File: config.mk
export PLATFORM = sky130hd
export DESIGN_NAME = m_lsu
export DESIGN_NICKNAME = d
export VERILOG_FILES = /design/src/rtl/m_lsu_pkg.sv /design/src/rtl/m_lsu_align.sv /design/src/rtl/m_lsu.sv
export SDC_FILE = /design/constraint.sdc
export NUM_CORES = 1
export LEC_CHECK = 0
export CAP_MARGIN = 40
export CORE_MARGIN = 2
export CORE_UTILIZATION = 45
export CTS_CLUSTER_DIAMETER = 30
export DETAILED_ROUTE_END_ITERATION = 10
export PLACE_DENSITY = 0.87
export SYNTH_ARGS = -nofsm -noshare
export SYNTH_HDL_FRONTEND = slang
export SYNTH_SLANG_ARGS = --single-unit
File: constraint.sdc
create_clock -name clk -period 7.2 [get_ports clk]
set_clock_uncertainty 0.2 [all_clocks]
set_input_delay 1.44 -clock clk [delete_from_list [all_inputs] [get_ports clk]]
set_output_delay 1.44 -clock clk [all_outputs]
set_load 0.01 [all_outputs]
File: src/rtl/m_lsu_pkg.sv
// Shared encodings and lane helpers for the memory-stage load/store initiator.
// No logic of its own; latency and backpressure live in m_lsu.
// Imported by m_lsu and m_lsu_align.
package m_lsu_pkg;

  localparam logic [1:0] SZ_BYTE = 2'd0;
  localparam logic [1:0] SZ_HALF = 2'd1;
  localparam logic [1:0] SZ_WORD = 2'd2;

  typedef enum logic [1:0] {
    IDLE = 2'd0,
    REQ  = 2'd1,
    RSP  = 2'd2,
    DONE = 2'd3
  } state_t;

  function automatic logic [3:0] be_of(input logic [1:0] sz, input logic [1:0] lo);
    logic [3:0] be;
    case (sz)
      SZ_BYTE: be = 4'b0001 << lo;
      SZ_HALF: be = 4'b0011 << lo;
      SZ_WORD: be = 4'b1111;
      default: be = 4'b0000;
    endcase
    return be;
  endfunction

  function automatic logic [31:0] lane_mask(input logic [3:0] be);
    return {{8{be[3]}}, {8{be[2]}}, {8{be[1]}}, {8{be[0]}}};
  endfunction

endpackage

File: src/rtl/m_lsu_align.sv
// Lane alignment: byte enables, replicated store data, misalign detect, load extension.
// Purely combinational, zero latency; no flow control.
// Caller muxes live vs. latched address/size so one instance serves both phases.
module m_lsu_align
  import m_lsu_pkg::*;
(
  input  logic [1:0]  size,
  input  logic [1:0]  lo,
  input  logic        sign_ext,
  input  logic [31:0] wdata,
  input  logic [31:0] rdata,
  output logic [3:0]  be,
  output logic [31:0] wdata_rep,
  output logic        misalign,
  output logic [31:0] rd_ext
);

  logic [7:0]  ld_b;
  logic [15:0] ld_h;

  always_comb begin
    be        = be_of(size, lo);
    misalign  = (size == SZ_HALF && lo[0]) ||
                (size == SZ_WORD && lo != 2'b00) ||
                (size == 2'd3);
    wdata_rep = wdata;
    case (size)
      SZ_BYTE: wdata_rep = {4{wdata[7:0]}};
      SZ_HALF: wdata_rep = {2{wdata[15:0]}};
      default: wdata_rep = wdata;
    endcase
  end

  always_comb begin
    ld_b   = rdata[{lo, 3'b000} +: 8];
    ld_h   = lo[1] ? rdata[31:16] : rdata[15:0];
    rd_ext = rdata;
    case (size)
      SZ_BYTE: rd_ext = {{24{sign_ext & ld_b[7]}}, ld_b};
      SZ_HALF: rd_ext = {{16{sign_ext & ld_h[15]}}, ld_h};
      default: rd_ext = rdata;
    endcase
  end

endmodule

File: src/rtl/m_lsu.sv
// Memory-stage load/store initiator; optional store trace under M_LSU_TRACE_EN.
// Latency: store 3 cycles, load 4 cycles, rejected access 2 cycles (op cycle to done inclusive).
// Backpressure: holds the request stable while ready is low, waits indefinitely for rsp_valid.
module m_lsu
  import m_lsu_pkg::*;
#(
  parameter int MEM_WORDS = 3072
) (
  input  logic        clk,
  input  logic        rst,
  input  logic [31:0] PC,
  input  logic        op_valid,
  input  logic        op_store,
  input  logic [1:0]  size,
  input  logic        sign_ext,
  input  logic [31:0] addr,
  input  logic [31:0] wdata,
  output logic        stall,
  output logic        done,
  output logic        misalign,
  output logic [31:0] rd_data,
  output logic        mem_req_valid,
  input  logic        mem_req_ready,
  output logic        mem_we,
  output logic [3:0]  mem_be,
  output logic [31:0] mem_addr,
  output logic [31:0] mem_wdata,
  input  logic        mem_rsp_valid,
  input  logic [31:0] mem_rdata
);

  localparam logic [31:0] MW = 32'(MEM_WORDS);

  state_t      state;
  logic [1:0]  lo_q;
  logic [1:0]  size_q;
  logic        sext_q;
  logic        store_q;

  logic [1:0]  a_lo;
  logic [1:0]  a_size;
  logic [3:0]  a_be;
  logic [31:0] a_wrep;
  logic        a_mis;
  logic [31:0] a_rd;
  logic        oor;
  logic        reject;

  // In IDLE the decision is made on the live op; afterwards the latched copy drives load extension.
  assign a_lo   = (state == IDLE) ? addr[1:0] : lo_q;
  assign a_size = (state == IDLE) ? size : size_q;
  assign oor    = {2'b00, addr[31:2]} >= MW;
  assign reject = a_mis | oor;

  assign stall = ((state == IDLE) && op_valid) || (state == REQ) || (state == RSP);

  m_lsu_align u_align (
    .size      (a_size),
    .lo        (a_lo),
    .sign_ext  (sext_q),
    .wdata     (wdata),
    .rdata     (mem_rdata),
    .be        (a_be),
    .wdata_rep (a_wrep),
    .misalign  (a_mis),
    .rd_ext    (a_rd)
  );

  always_ff @(posedge clk) begin
    if (!rst) begin
      state         <= IDLE;
      lo_q          <= 2'b00;
      size_q        <= SZ_BYTE;
      sext_q        <= 1'b0;
      store_q       <= 1'b0;
      done          <= 1'b0;
      misalign      <= 1'b0;
      rd_data       <= 32'h0;
      mem_req_valid <= 1'b0;
      mem_we        <= 1'b0;
      mem_be        <= 4'h0;
      mem_addr      <= 32'h0;
      mem_wdata     <= 32'h0;
    end else begin
      done <= 1'b0;
      case (state)
        IDLE: begin
          if (op_valid) begin
            lo_q      <= addr[1:0];
            size_q    <= size;
            sext_q    <= sign_ext;
            store_q   <= op_store;
            mem_addr  <= {addr[31:2], 2'b00};
            mem_be    <= a_be;
            mem_wdata <= a_wrep;
            mem_we    <= op_store;
            if (reject) begin
              state    <= DONE;
              done     <= 1'b1;
              misalign <= 1'b1;
              rd_data  <= 32'h0;
            end else begin
              state         <= REQ;
              misalign      <= 1'b0;
              mem_req_valid <= 1'b1;
            end
          end
        end
        REQ: begin
          if (mem_req_ready) begin
            mem_req_valid <= 1'b0;
            if (store_q) begin
              state <= DONE;
              done  <= 1'b1;
            end else begin
              state <= RSP;
            end
          end
        end
        RSP: begin
          if (mem_rsp_valid) begin
            rd_data <= a_rd;
            state   <= DONE;
            done    <= 1'b1;
          end
        end
        default: begin
          state    <= IDLE;
          misalign <= 1'b0;
        end
      endcase
    end
  end

`ifdef M_LSU_TRACE_EN
  logic [31:0] pc_q;

  always_ff @(posedge clk) begin
    if (!rst) begin
      pc_q <= 32'h0;
    end else if (state == IDLE && op_valid) begin
      pc_q <= PC;
    end
  end

  always @(posedge clk) begin
    if (rst && state == REQ && mem_req_ready && store_q)
      $display("%d@%h: *%h <= %h", $time, pc_q, mem_addr, mem_wdata & lane_mask(mem_be));
  end
`else
  logic unused_pc;
  assign unused_pc = ^PC;
`endif

endmodule
==> summary.md <==
## Worst setup path
• cells along the critical path: clkdlybuf4s50_1 > nand2_2 > nand3_1 > clkdlybuf4s50_1
• register-to-register path setup slack: 3.58 ns
• Critical Path Most Common Cell: clkdlybuf4s50_1
• sort of element at the start of the critical path: primary input
• Critical Path Max Stage Delay: 0.60 ns
• critical-path cell with the highest stage delay: clkdlybuf4s50_1
• data arrival time of the critical path: 2.82 ns
• FF-to-FF Start: state[0]
• Critical Path End Type: output port
• maximum fanout count along the critical path: 5
• type of the setup path with the least slack: in2out
• endpoint of the worst-slack reg-to-reg timing path: rd_data[17]
• required time reported for the critical path endpoint: 5.56 ns
• Worst Reg2Reg Path Length in Cells: 10

## Routing
• Post-Route WL: 17.1 mm
• post-route ant nets: 0
• total vias in the final route: 5579
• detailed-route vias per instance: 5.78
• number of iterations in the first detailed-routing pass: 5
• # DRC: 0
• violation count after the first detailed-route iteration: 535
• wire length per cell after detailed routing: 17.7 um

## Power and ir drop
• Peak VDD IR: 0.000187 V
• leakage power figure: 2.69 nW
• power per standard cell area: 345 nW/um^2

## CTS
• cts repair resizes: 0
• clock sink count: 109
• clock input transition at the sequential cells of the worst setup and hold paths: 0.07 ns
• worst skew pair latency: 0.34 ns
• number of buffers created by CTS: 9
• setup fix buffers added after clock tree synthesis: 0
• CTS root buf: clkbuf_16
• count of hold buffers inserted by post-cts repair: 0
• clock tree from TritonCTS: built
• Clock Tree Buf Depth: 2
• number of levels in the clock H-tree: 3

## Timing
• highest clock frequency the design can meet: 0.224 GHz
• worst slew margin relative to its limit: 0.381
• RSZ-0062 raised after global routing: false
• period utilization: 0.619
• Setup-failing EPs final: 0
• Fin Setup TNS: 0 ns
• Tmin final: 4.46 ns
• transition time at the pin with the least slew margin: 0.929 ns
• final slew viol count: 0
• total count of hold-check failures in the final report: 0

## Synthesis
• number of standard cells after synthesis: 644
• number of warnings reported in the yosys synthesis log: 0
• total of flip-flops plus latches after synthesis: 109
• library cells used by synthesis: 53
• portion of the post-synthesis area used by sequential elements: 0.421
• commonest register cell after synthesis: dfxtp_1
• leading area contributor after synthesis: dfxtp_1
• number of synthesized flops with an enable pin: 0
• Synth top area share: 0.421
• fraction of registers with async set/reset: 0
• Post-Syn Area per Cell: 8.06 sq um
• total standard cell area after synthesis: 5190 sq um
• leading post-synthesis cells by cell area: dfxtp_1 (42%), nand2_1 (11%), a21oi_1 (6.5%)

## Finish
• most common library cell in the layout ignoring fill and taps: clkdlybuf4s50_1
• Layout Nets: 958
• fraction of final layout cells with drive strength greater than 1: 0.0596
• most used cells in the layout excluding fill and tap cells: clkdlybuf4s50_1 (207), nand2_1 (146), dfxtp_1 (109)
• antenna cell count: 0
• Final Util: 0.668
• number of standard cells in the final layout excluding fillers: 965
• Synth-to-Final Area Change: 45.8%

## Run status
• result of the run: completed

## Flow run
• count of maximum capacitance violations: 0

## Global route
• maximum number of pins on one net before global-route repair: 79
• GRT overflow: 0
• initial antenna violation count: 0
• vias in the first global route: 5327
• global-route wire length before repair: 27.1 mm
• GRT Util Overall: 0.266

## Die
• DIE HEIGHT: 111 um
• die span in x: 111 um
• Starting Density: 0.458
• CORE AREA: 11300 sq um
• overall die area: 12400 sq um
• number of rows created at floorplan: 39
• I/O pin count: 242

## Hold path
• hold path startpoint: mem_addr[15]
• end of the worst hold path: mem_addr[15]
• Tightest Hold Check Type: reg2reg
• Hold Crit Depth: 2

## Placement
• quantity of I/O buffers inserted on ports: 207
• Post-Place Cells: 949
• DP Wirelength: 12.1 mm
• last weighted congestion value of the routability-driven placer: 0.861

-- layout make-up --
cell class	count	area [sq um]
Multi-Input combinational cell	458	2680
Timing Repair Buffer	214	2120
Fill cell	909	3760
Clock inverter	7	81.3
Sequential cell	109	2180
Clock buffer	9	225
Inverter	25	93.8
Tap cell	143	179
-- through the flow --
| stage | worst slack (ns) | cell area, sq um | power, mW | hold WS [ns] |
|---|---|---|---|---|
| 2_1_floorplan | 3.31 | 5190 | 1.63 | 0.246 |
| 5_1_grt | 2.72 | 7560 | 2.76 | 0.279 |
| 3_5_place_dp | 2.71 | 7260 | 2.08 | 0.251 |
| 3_3_place_gp | 2.79 | 7260 | 2.02 | 0.241 |
| 4_1_cts | 2.76 | 7560 | 2.60 | 0.261 |
| 6_report | 2.74 | 7560 | 2.61 | 0.258 |
-- sequential cells by signal, indices dropped and copies added (netlist names) --
register / cells
state: 2
mem_addr: 30
rd_data: 32
size_q: 2
mem_req_valid: 1
misalign: 1
store_q: 1
mem_wdata: 32
lo_q: 2
sext_q: 1
mem_be: 4
done: 1
-- cells by family (layout without fill, tap and decap cells) --
| family | count (synthesis) | in the layout | share of synthesized area |
|---|---|---|---|
| fa+ha+maj | 4 | 4 | 0.00965 |
| buf+inv | 78 | 255 | 0.0653 |
| compound gates | 182 | 182 | 0.257 |
| mux | 22 | 22 | 0.0504 |
| flops | 109 | 109 | 0.421 |
| other cells | 1 | 2 | 0.000723 |
| simple gates | 248 | 248 | 0.197 |
-- report_power, final --
part           leakage [nW]  internal [mW]  switching (mW)  total [mW]
Combinational          1.65          0.532           0.766        1.30
Clock                 0.152          0.276           0.241       0.517
Sequential            0.891          0.723          0.0705       0.794
Total                  2.69           1.53            1.08        2.61
-- per-layer routing --
layer / part of all wire / track usage / vias up / wire (um)
met1: 0.40 / 0.329 / 2662 / 6920
met2: 0.50 / 0.460 / 255 / 8480
met3: 0.070 / 0.0517 / 45 / 1200
li1: - / - / 2617 / -
met4: 0.029 / 0.0988 / 0 / 495
met5: 0 / 0 / - / 0
-- synth_stat cells (2+ instances only) --
master and n:
o221ai_1 7, mux2i_4 3, a22oi_1 2, clkbuf_1 39, nor2_1 56, nor3_1 3
nand3_1 23, a221oi_1 7, o21a_1 2, nand2_1 147, buf_2 4, nor2b_1 3
buf_6 3, nor4_1 5, o211ai_1 3, inv_1 25, buf_4 5, o21ai_0 26
a21oi_1 67, ha_1 4, mux2i_1 16, nand2b_1 2, a311oi_1 25, a211oi_1 4
and2_1 2, o32ai_2 10, buf_1 2, o22ai_1 7, a32oi_1 2, mux2_2 3
dfxtp_1 109, o32ai_1 7
-- worst max-delay path, delay by kind of cell --
kind	cells	cell delay (ns)
buffers and inverters	2	1.18
and+or+nand+nor	2	0.20
-- how the worst max path moves through the flow --
stage | start | to | slack (ns) | cells past startpoint
floorplan | op_valid | stall | 3.31 | 4
global placement | op_valid | stall | 2.79 | 4
detailed placement | size[1] | rd_data[16] | 2.71 | 8
CTS | op_valid | stall | 2.76 | 4
global route | op_valid | stall | 2.72 | 4
finish | op_valid | stall | 2.74 | 4
Note: power is estimated with default switching activity, not from simulation.
==> edit 1: new RTL, same flow settings <==
Encoding of `state_t`: now one-hot (4 bits for 4 states).
--- a/src/rtl/m_lsu_pkg.sv
+++ b/src/rtl/m_lsu_pkg.sv
@@ -9,7 +9,7 @@
 
-  typedef enum logic [1:0] {
-    IDLE = 2'd0,
-    REQ  = 2'd1,
-    RSP  = 2'd2,
-    DONE = 2'd3
+  typedef enum logic [3:0] {
+    IDLE = 4'b0001,
+    REQ  = 4'b0010,
+    RSP  = 4'b0100,
+    DONE = 4'b1000
   } state_t;
Function: same outputs for any inputs over 4 cycles, from zero or initial values and one cycle with rst low; so few cycles prove little.
==> edit 1 against the original RTL <==
- critical path depth is the same
- routed wire length shrank 6.9%
- synthesized cell count shrank 8.9%
- sequential cell count grew 2
- global-route usage grew 0.45 points
- sequential share of layout area grew 2.5 points
- worst setup slack lost 200 ps
- non-clock buffer count shrank 1
- area after synthesis shrank 7.5%
- final area shrank 6.2%
- largest cell class unchanged
Power is not compared: it rests on default switching activity, and its combinational part moved more than twofold at a synthesized area within 25%.
==> edit 1: results (changes against the original RTL) <==
status=complete, no violations (unchanged); nets=901 (was 958); Tot GR Track Use=27.0% (was 26.6%); Min-Delay Endpoint=mem_wdata[2]$_SDFFE_PN0P_ (was mem_addr[15]$_SDFFE_PN0P_); Root Driver=clkbuf_8 (was clkbuf_16); met1 wire length=6330 microns (was 6920 microns); met1 Use GR=32.5% (was 32.9%); RR Startpoint=state[1]$_SDFFE_PN0P_ (was state[0]$_SDFFE_PN0P_); Buffers, non-clock=213 (was 214); max incr delay on CP=490 ps (was 600 ps); ranking of synthesized cells by area=dfxtp_1, nand2_1, a21oi_1 (unchanged); multi-input logic area=2340 sq um (was 2680 sq um); nonclk inv count=13 (was 25); r2r setup slk=3740 ps (was 3580 ps); multi-input combinational area share=32.9% (was 35.4%); wirelength, routed=15,900 microns (was 17,100 microns); Post-DP HPWL=11,800 microns (was 12,100 microns); Tightest Pin Transition=961 ps (was 929 ps); routability cong.=0.837 (was 0.861); final antenna diode count=0 (unchanged); clk_lat worst skew=370 ps (was 340 ps); Filler cells=830 (was 909); sequential area share after synthesis=46.3% (was 42.1%); Synth cell types=46 (was 53); Routed met2 length=7610 microns (was 8480 microns); Hold Path Depth=2 (unchanged); DR WL met3=1630 microns (was 1200 microns); WP data arrival=3020 ps (was 2820 ps); clk tree area frac=2.59% (was 4.05%); Vias=5,116 (was 5,579); commonest cells in the netlist=nand2_1, dfxtp_1, a21oi_1, clkbuf_1, o21ai_0 (was nand2_1, dfxtp_1, a21oi_1, nor2_1, clkbuf_1); hold_sp=mem_wdata[2]$_SDFFE_PN0P_ (was mem_addr[15]$_SDFFE_PN0P_); crit path max fanout=4 (was 5); GR Util met3=8.66% (was 5.17%); First DRT Iteration DRCs=470 (was 535); Non-clock buffer share=30.1% (was 28.1%); vias in the first global route=4,857 (was 5,327); layout cells sized above 1=4.16% (was 5.96%); clock buffer depth=2 (unchanged); clock slew at reported path FFs=90 ps (was 70 ps); largest net degree at the start of global routing=99 (was 79); Seq/total area=31.3% (was 28.8%); global-route wire length before repair=24,500 microns (was 27,100 microns); multi-input gates=416 (was 458); RR Endpoint=rd_data[7]$_SDFFE_PN0P_ (was rd_data[17]$_SDFFE_PN0P_); M2 GR Usage=45.8% (was 46.0%); Yosys reg bits=111 (was 109); clk_buf instances=11 (was 9); Reg2Reg Depth=8 (was 10); Area after DPL=6920 sq um (was 7260 sq um); post-synth top area share=46.3% (was 42.1%)
## edit 1: cell types whose count changed after synthesis, moves of 10 or more
cell,change
o2bb2ai_1,+24
nand3_1,-19
a311oi_1,-17
o32ai_2,-10
a31oi_1,+11
nor2_1,-28
a211o_1,+10
inv_1,-13
## edit 1: critical path, delay by kind of cell
family | cells | cell delay [ps]
buffers and inverters | 2 | 970
AND/OR/NAND/NOR | 2 | 610
## edit 1: stage by stage
stage,cells,setup slack (ps),hold WS [ps]
after floorplan,588,3440,255
after global placement,886,2540,242
after detailed placement,889,2540,246
after CTS,905,2560,259
after global routing,905,2520,282
final,905,2540,258
## edit 1: cell families after synthesis
kind of cell | synth area share (%)
AO/OA/AOI/OAI | 27.3
multiplexers | 2.92
flip-flops | 46.3
buffers and inverters | 5.08
AND/OR/NAND/NOR | 18.3
other | 0.0782
## edit 1: report_power, final
part           switching (mW)  total [mW]  internal (mW)
registers              0.0193       0.665          0.646
clock network           0.216       0.355          0.140
logic                   0.162       0.318          0.156
total                   0.396        1.34          0.942
==> edit 2: new RTL, config.mk and constraints unchanged <==
Made on the original files. Change the parameter `MEM_WORDS` from 3072 to 1536.
--- a/src/rtl/m_lsu.sv
+++ b/src/rtl/m_lsu.sv
@@ -6,3 +6,3 @@
 #(
-  parameter int MEM_WORDS = 3072
+  parameter int MEM_WORDS = 1536
 ) (
Behaviour: not the same (a bounded check fails within 4 cycles, from zero or initial values and one cycle with rst low).
==> edit 2 against the original RTL <==
- fmax is 4.5% lower
- power is 6.8% lower
- routed wire length is 5.1% lower
- largest cell class unchanged
- final area is 3.3% lower
- non-clock buffer count is 3 higher
- area after synthesis is 3.5% lower
- worst setup slack worse by 210 ps
- worst hold slack better by 2.8 ps
- largest power group unchanged
- synthesized cell count is 5.3% lower
- first-iteration DRC count is 11% lower
- highest routed layer unchanged
- sequential cell count stayed put
==> edit 2: results (changes against the original RTL) <==
status=complete, no violations (unchanged); largest net degree at the start of global routing=80 (was 79); Avg Vias per Cell=5.70 (was 5.78); nets=927 (was 958); Synth cell types=47 (was 53); Post-Place Cells=915 (was 949); WP data arrival=3030 ps (was 2820 ps); Seq pwr share=32.7% (was 30.4%); M2 GR Usage=44.4% (was 46.0%); IR drop worst, VDD=0.165 mV (was 0.187 mV); vias in the first global route=5,130 (was 5,327); global-route wire length before repair=24,800 microns (was 27,100 microns); met1 Use GR=30.3% (was 32.9%); commonest cells in the netlist=nand2_1, dfxtp_1, a21oi_1, nor2_1, clkbuf_1 (unchanged); Compound-Gate Fraction of Synth Area=25.2% (was 25.7%); Lkg Pwr=2.63 nW (was 2.69 nW); clk_lat worst skew=370 ps (was 340 ps); mux share of post-synthesis cell area=6.90% (was 5.04%); sequential area share after synthesis=43.6% (was 42.1%); Synth Area in Adders=1.00% (was 0.965%); Root Driver=clkbuf_8 (was clkbuf_16); layout cells sized above 1=4.30% (was 5.96%); post-placement setup slack=2540 ps (was 2710 ps); Post-DP HPWL=11,400 microns (was 12,100 microns); routability cong.=0.882 (was 0.861)
-- edit 2: final cells by class --
type,count,area (sq um)
Fill cell,865,3520
Clock inverter,3,21.3
Sequential cell,109,2180
Inverter,12,45.0
Multi-Input combinational cell,437,2570
Clock buffer,13,149
Tap cell,140,175
Timing Repair Buffer,217,2170
-- edit 2: routing by layer --
metal	vias up	routed length, microns
li1	2523	-
met3	41	1610
met2	261	7650
met1	2482	6430
met4	0	533
met5	-	0
-- edit 2: final timing paths --
path	from	endpoint	slack, ps	cells past startpoint
max	op_valid	stall	2530	4
min	mem_addr[7]$_SDFFE_PN0P_	mem_addr[7]$_SDFFE_PN0P_	260	2
max reg2reg	state[1]$_SDFFE_PN0P_	rd_data[10]$_SDFFE_PN0P_	3430	9
min reg2reg	mem_addr[7]$_SDFFE_PN0P_	mem_addr[7]$_SDFFE_PN0P_	260	2
-- edit 2: critical path: stages --
cell and delay (ps):
clkdlybuf4s50_1 540, and2_2 270, or3_1 300, clkdlybuf4s50_1 490
